[src/rtl/substitute_pipe.sv]
// AES byte-substitution pipeline stage: one headered block per handshake,
// LANES bytes per cycle through the forward or inverse S-box, result held until taken.
module substitute_pipe #(
  parameter int unsigned BLOCK_BYTES = 16,
  parameter int unsigned LANES       = 4,
  parameter int unsigned HDR_W       = 4
) (
  input  logic                          clk,
  input  logic                          rst,
  input  logic                          in_valid,
  output logic                          in_ready,
  input  logic                          in_inv,
  input  logic [HDR_W+8*BLOCK_BYTES-1:0] in_data,
  output logic                          out_valid,
  input  logic                          out_ready,
  output logic [HDR_W+8*BLOCK_BYTES-1:0] out_data,
  output logic                          busy
);
  localparam int unsigned PAY_W  = 8 * BLOCK_BYTES;
  localparam int unsigned DATA_W = HDR_W + PAY_W;
  localparam int unsigned BEATS  = BLOCK_BYTES / LANES;
  localparam int unsigned BEAT_W = (BEATS > 1) ? $clog2(BEATS) : 1;

  localparam logic [1:0] S_IDLE = 2'd0;
  localparam logic [1:0] S_SUB  = 2'd1;
  localparam logic [1:0] S_HOLD = 2'd2;

  logic [1:0]                      r_state;
  logic [1:0]                      w_state_nxt;
  logic                            w_load;
  logic                            w_new_blk;
  logic [BEAT_W-1:0]               r_beat;
  logic [BEAT_W-1:0]               w_grp;
  logic                            w_last;
  logic [HDR_W-1:0]                r_hdr;
  logic                            r_inv;
  logic [BEATS-1:0][LANES-1:0][7:0] r_res;
  logic [BEATS-1:0][LANES-1:0][7:0] w_res_nxt;
  logic [LANES-1:0][7:0]           w_cur_grp;
  logic [LANES-1:0][7:0]           w_sub_grp;
  logic                            r_out_valid;
  logic [DATA_W-1:0]               r_out_data;
  logic                            r_busy;

  // Header 0 is a bubble: accepted but never starts a block.
  assign w_new_blk = in_valid && (in_data[DATA_W-1 -: HDR_W] != '0);
  assign w_last    = (r_beat == BEAT_W'(BEATS - 1));
  // Byte 0 is the MSB, so beat k works on the k-th group from the top.
  assign w_grp     = BEAT_W'(BEATS - 1) - r_beat;

  // Ready must follow out_ready in HOLD so a result can be swapped for a new block in one edge.
  assign in_ready  = (r_state == S_IDLE) || ((r_state == S_HOLD) && out_ready);
  assign out_valid = r_out_valid;
  assign out_data  = r_out_data;
  assign busy      = r_busy;

  always_ff @(posedge clk or posedge rst) begin
    if (rst) r_state <= S_IDLE;
    else     r_state <= w_state_nxt;
  end

  always_comb begin
    w_state_nxt = r_state;
    w_load      = 1'b0;
    case (r_state)
      S_IDLE: begin
        if (w_new_blk) begin
          w_state_nxt = S_SUB;
          w_load      = 1'b1;
        end
      end
      S_SUB: begin
        if (w_last) w_state_nxt = S_HOLD;
      end
      S_HOLD: begin
        if (out_ready) begin
          if (w_new_blk) begin
            w_state_nxt = S_SUB;
            w_load      = 1'b1;
          end else begin
            w_state_nxt = S_IDLE;
          end
        end
      end
      default: w_state_nxt = S_IDLE;
    endcase
  end

  for (genvar j = 0; j < LANES; j++) begin : g_lane
    substitute_pipe_sbox u_sbox (
      .i_byte   (w_cur_grp[j]),
      .i_inv    (r_inv),
      .o_byte_c (w_sub_grp[j])
    );
  end

  always_comb begin
    w_cur_grp        = r_res[w_grp];
    w_res_nxt        = r_res;
    w_res_nxt[w_grp] = w_sub_grp;
  end

  always_ff @(posedge clk or posedge rst) begin
    if (rst) begin
      r_beat      <= '0;
      r_hdr       <= '0;
      r_inv       <= 1'b0;
      r_res       <= '0;
      r_out_valid <= 1'b0;
      r_out_data  <= '0;
      r_busy      <= 1'b0;
    end else begin
      if (w_load) begin
        r_hdr  <= in_data[DATA_W-1 -: HDR_W];
        r_inv  <= in_inv;
        r_res  <= in_data[PAY_W-1:0];
        r_beat <= '0;
      end else if (r_state == S_SUB) begin
        r_res  <= w_res_nxt;
        r_beat <= w_last ? '0 : r_beat + BEAT_W'(1);
      end

      if ((r_state == S_SUB) && w_last) begin
        r_out_valid <= 1'b1;
        r_out_data  <= {r_hdr, w_res_nxt};
      end else if ((r_state == S_HOLD) && out_ready) begin
        r_out_valid <= 1'b0;
        r_out_data  <= '0;
      end

      r_busy <= (w_state_nxt != S_IDLE);
    end
  end

endmodule

// Combinational AES S-box lane holding both the forward and inverse tables.
module substitute_pipe_sbox (
  input  logic [7:0] i_byte,
  input  logic       i_inv,
  output logic [7:0] o_byte_c
);
  localparam logic [2047:0] FWD = {
    128'h637c777bf26b6fc53001672bfed7ab76, 128'hca82c97dfa5947f0add4a2af9ca472c0,
    128'hb7fd9326363ff7cc34a5e5f171d83115, 128'h04c723c31896059a071280e2eb27b275,
    128'h09832c1a1b6e5aa0523bd6b329e32f84, 128'h53d100ed20fcb15b6acbbe394a4c58cf,
    128'hd0efaafb434d338545f9027f503c9fa8, 128'h51a3408f929d38f5bcb6da2110fff3d2,
    128'hcd0c13ec5f974417c4a77e3d645d1973, 128'h60814fdc222a908846eeb814de5e0bdb,
    128'he0323a0a4906245cc2d3ac629195e479, 128'he7c8376d8dd54ea96c56f4ea657aae08,
    128'hba78252e1ca6b4c6e8dd741f4bbd8b8a, 128'h703eb5664803f60e613557b986c11d9e,
    128'he1f8981169d98e949b1e87e9ce5528df, 128'h8ca1890dbfe6426841992d0fb054bb16
  };
  localparam logic [2047:0] INV = {
    128'h52096ad53036a538bf40a39e81f3d7fb, 128'h7ce339829b2fff87348e4344c4dee9cb,
    128'h547b9432a6c2233dee4c950b42fac34e, 128'h082ea16628d924b2765ba2496d8bd125,
    128'h72f8f66486689816d4a45ccc5d65b692, 128'h6c704850fdedb9da5e154657a78d9d84,
    128'h90d8ab008cbcd30af7e45805b8b34506, 128'hd02c1e8fca3f0f02c1afbd0301138a6b,
    128'h3a9111414f67dcea97f2cfcef0b4e673, 128'h96ac7422e7ad3585e2f937e81c75df6e,
    128'h47f11a711d29c5896fb7620eaa18be1b, 128'hfc563e4bc6d279209adbc0fe78cd5af4,
    128'h1fdda8338807c731b11210592780ec5f, 128'h60517fa919b54a0d2de57a9f93c99cef,
    128'ha0e03b4dae2af5b0c8ebbb3c83539961, 128'h172b047eba77d626e169146355210c7d
  };

  logic [10:0] w_base;

  // Entry x sits (255 - x) bytes above the LSB, and 255 - x is simply ~x.
  assign w_base   = {~i_byte, 3'b000};
  assign o_byte_c = i_inv ? INV[w_base +: 8] : FWD[w_base +: 8];

endmodule

[config.mk]
export PLATFORM = sky130hd
export DESIGN_NAME = substitute_pipe
export DESIGN_NICKNAME = d
export VERILOG_FILES = /design/src/rtl/substitute_pipe.sv
export SDC_FILE = /design/constraint.sdc
export NUM_CORES = 2
export LEC_CHECK = 0
export ABC_AREA = 1
export CELL_PAD_IN_SITES_DETAIL_PLACEMENT = 1
export CELL_PAD_IN_SITES_GLOBAL_PLACEMENT = 1
export CORE_ASPECT_RATIO = 0.75
export CORE_MARGIN = 2
export CORE_UTILIZATION = 30
export DETAILED_ROUTE_END_ITERATION = 6
export PLACE_DENSITY = 0.66
export SKIP_CTS_REPAIR_TIMING = 1
export SYNTH_ARGS = -nofsm -noshare
export SYNTH_HDL_FRONTEND = slang
export SYNTH_HIERARCHICAL = 1
export SYNTH_SLANG_ARGS = --single-unit
export TNS_END_PERCENT = 50
[constraint.sdc]
create_clock -name clk -period 11.63 [get_ports clk]
set_input_delay 1.7445 -clock clk [delete_from_list [all_inputs] [get_ports clk]]
set_output_delay 1.7445 -clock clk [all_outputs]
set_load 0.1 [all_outputs]
==> run summary <==
Placement row count: 111
Worst relative slew slack: 18.5%
Detail-routed via count per cell: 6.27
Wire per inst: 32.7 µm
Overflow left after global routing: 0
I/O pin total: 272
Required time of the critical path: 12.12 ns
Total die area: 126,000 µm²
TritonCTS Buffers: 35
Number of design-rule violations left by the first detailed-router iteration: 8,628
Number of distinct standard cells referenced by the synthesized netlist: 31
Worst-skew pair later-pin latency: 0.57 ns
Nets in the synthesized netlist: 7,101
Crit path max-delay family: simple AND/OR/NAND/NOR gates
Cells traversed along the worst timing path: buf_4, inv_2, buf_4, o21ai_0, o22ai_2, buf_4, inv_1, ha_1, inv_1, nand2_1, nand3_1, nand3_1, nand2_1, nand3_1, nand3_1, nand2_1, nand2_1, nand2_1, nand2_1, nand2_1, nand2_1, nand2_1, nand2_1, nand2_1
Source of the worst register-to-register timing path: r_beat[0]
Worst Hold Class: reg2reg
Final worst path period share: 60.6%
Placeable core region: 122,000 µm²
Most common library cell in the layout ignoring fill and taps: nand2_1
Final TNS setup: 0 ns
Worst min-delay path startpoint: r_hdr[1]
Yosys Warn Count: 6
Die width: 410 µm
Clock skew: 0.0256 ns
Final HPWL from detailed placement: 201 mm
Period minus WS final: 7.04 ns
Cell occurring most often along the worst timing path: nand2_1
Number of vias in the routed layout: 52.5k
Net count, final: 6,964
RePlAce Congestion: 1.09
Category of the worst setup path capture point: register
Cell count of the worst hold path: 2
Sum of buffers and inverters on the critical path: 6
Critical Path AT: 7.53 ns
Number of cells traversed by the worst register-to-register path: 24
Peak fanout along the critical path: 68
Number of detailed-routing iterations run before antenna repair: 6
Number of max-cap violations: 0
Overall routing resource usage: 41.6%
WL final: 274 mm
Clock Sinks: 271
Cell Count, Final, Fillers Out: 8,375
CTS tree: done
Count of nets left with antenna violations after detail routing: 0
Result of the run: complete, no violations
Endpoint with the worst hold slack: r_hdr[1]
Worst slew pin tran: 1.22 ns
Global-route wire length before repair: 384 mm
Launch point of the critical path: r_beat[0]
Number of antenna violations at the first check in global routing: 17
Final max-slew violation count: 0
CTS clock-pin slew for the worst setup and hold paths: 0.06 ns
Unrepaired setup endpoints after global routing: no
Clock root buffer: clkbuf_16
Area added between synthesis and finish: 11.5%
Cell count after placement: 8,312
Achievable clock frequency: 0.142 GHz
Delay of the slowest cell on the worst path: 0.63 ns
Height of the die: 308 µm
CP max-delay cell: nand2_1
Final number of hold-violating endpoints: 0
Initial Utilization: 30.3%
Post-synthesis cell count: 6,848
Number of levels the H-tree was split into: 2
Vias in the first global route: 49.6k
Most frequent cells in the layout: nand2_1, nand3_1, inv_1
Setup Viol. Count Final: 0
Pin count of the biggest net entering global routing: 220
Post-Syn Area: 37,000 µm²
DRC violations left: 0
Ratio of cells with drive above 1 in the final layout: 4.40%
Register bit count reported by yosys: 271
Critical path startpoint category: register
Number of input and output port buffers inserted: 271
Final-layout fill cell count: 16.6k
Reg2Reg Setup Slack: 4.59 ns
End of the worst register-to-register path: r_res[69]
Mean instance size in the synthesized netlist: 5.41 µm²
Share of the yosys chip area belonging to registers: 18.3%
Maximum count of clock buffers along a single path: 3
Worst setup path category: reg2reg
==> cell usage after synthesis <==
master | n | area, µm²
nor2_1 | 366 | 1370
inv_4 | 4 | 25.0
nand2_2 | 57 | 357
buf_6 | 20 | 225
o211ai_1 | 8 | 60.1
buf_2 | 250 | 1250
clkbuf_1 | 173 | 649
o21ai_0 | 272 | 1360
a21oi_1 | 187 | 936
dfrtp_1 | 271 | 6780
nor2_4 | 1 | 11.3
or2_2 | 8 | 50.1
o22ai_1 | 64 | 400
nand3_2 | 9 | 90.1
nand3_1 | 1908 | 9550
inv_2 | 14 | 52.6
nor3_1 | 4 | 20.0
o21ai_2 | 1 | 8.76
clkinv_1 | 7 | 26.3
nor2_2 | 8 | 50.1
a21oi_2 | 1 | 8.76
nand4_1 | 160 | 1000
buf_4 | 48 | 360
inv_1 | 504 | 1890
o21bai_1 | 4 | 30.0
nand2_1 | 2294 | 8610
buf_1 | 57 | 214
a31oi_1 | 4 | 25.0
ha_1 | 116 | 1450
nand3b_1 | 5 | 37.5
o21ai_1 | 23 | 115
==> layer usage <==
layer | GRT usage (%) | wire (µm)
met5 | 1.19 | 358
met4 | 10.7 | 8000
met3 | 17.7 | 40300
met2 | 55.4 | 104000
met1 | 59.9 | 121000
==> worst reg2reg max path: stages (launching register included) <==
cell	delay (ns)
dfrtp_2	0.34
buf_4	0.61
inv_2	0.35
buf_4	0.41
o21ai_0	0.28
o22ai_2	0.11
buf_4	0.26
inv_1	0.64
ha_1	0.55
inv_1	0.22
nand2_1	0.63
nand3_1	0.43
nand3_1	0.22
nand2_1	0.07
nand3_1	0.15
nand3_1	0.28
nand2_1	0.20
nand2_1	0.06
nand2_1	0.52
nand2_1	0.13
nand2_1	0.18
nand2_1	0.08
nand2_1	0.11
nand2_1	0.07
nand2_1	0.05
==> kinds of logic after synthesis <==
family	share of synthesized area, %
compound gates	7.96
simple gates	57.1
flops	18.3
buf+inv	12.7
fa+ha+maj	3.92
==> how the worst max path moves through the flow <==
| stage | endpoint | slack [ns] | cells past startpoint |
|---|---|---|---|
| after floorplan | busy | 2.42 | 1 |
| after global placement | r_res[5] | 5.03 | 24 |
| after detailed placement | r_res[69] | 5.05 | 24 |
| final | r_res[69] | 4.59 | 24 |
| after global routing | r_res[69] | 4.55 | 24 |
| after CTS | r_res[69] | 4.98 | 24 |
==> flip-flops by register name, indices dropped and copies added (netlist names) <==
name       flops
busy           1
r_beat         2
r_res        128
r_state        2
r_inv          1
r_hdr          4
out_valid      1
out_data     132
==> cell type report <==
cell class | count | area, µm² | share of cell area (%)
diodes | 4 | 10.0 | 0.0242
clock buffers | 52 | 1020 | 2.47
clock inverters | 7 | 63.8 | 0.155
inverters | 529 | 2010 | 4.86
multi-input cells | 5500 | 25800 | 62.6
flip-flops and latches | 271 | 6780 | 16.4
well taps | 1638 | 2050 | 4.96
repair buffers | 374 | 3510 | 8.50
==> stage by stage <==
stage	hold WS, ns	area [µm²]	util, %	worst slack [ns]
after global routing	0.493	41300	33.7	4.55
final	0.471	41300	33.7	4.59
after CTS	0.479	41300	33.7	4.98
after global placement	0.461	40200	32.9	5.03
after floorplan	0.443	37000	-	2.42
after detailed placement	0.465	40200	32.9	5.05
Power is not shown: default switching activity piles up to over one toggle a cycle in this logic, so the estimate is an artifact.
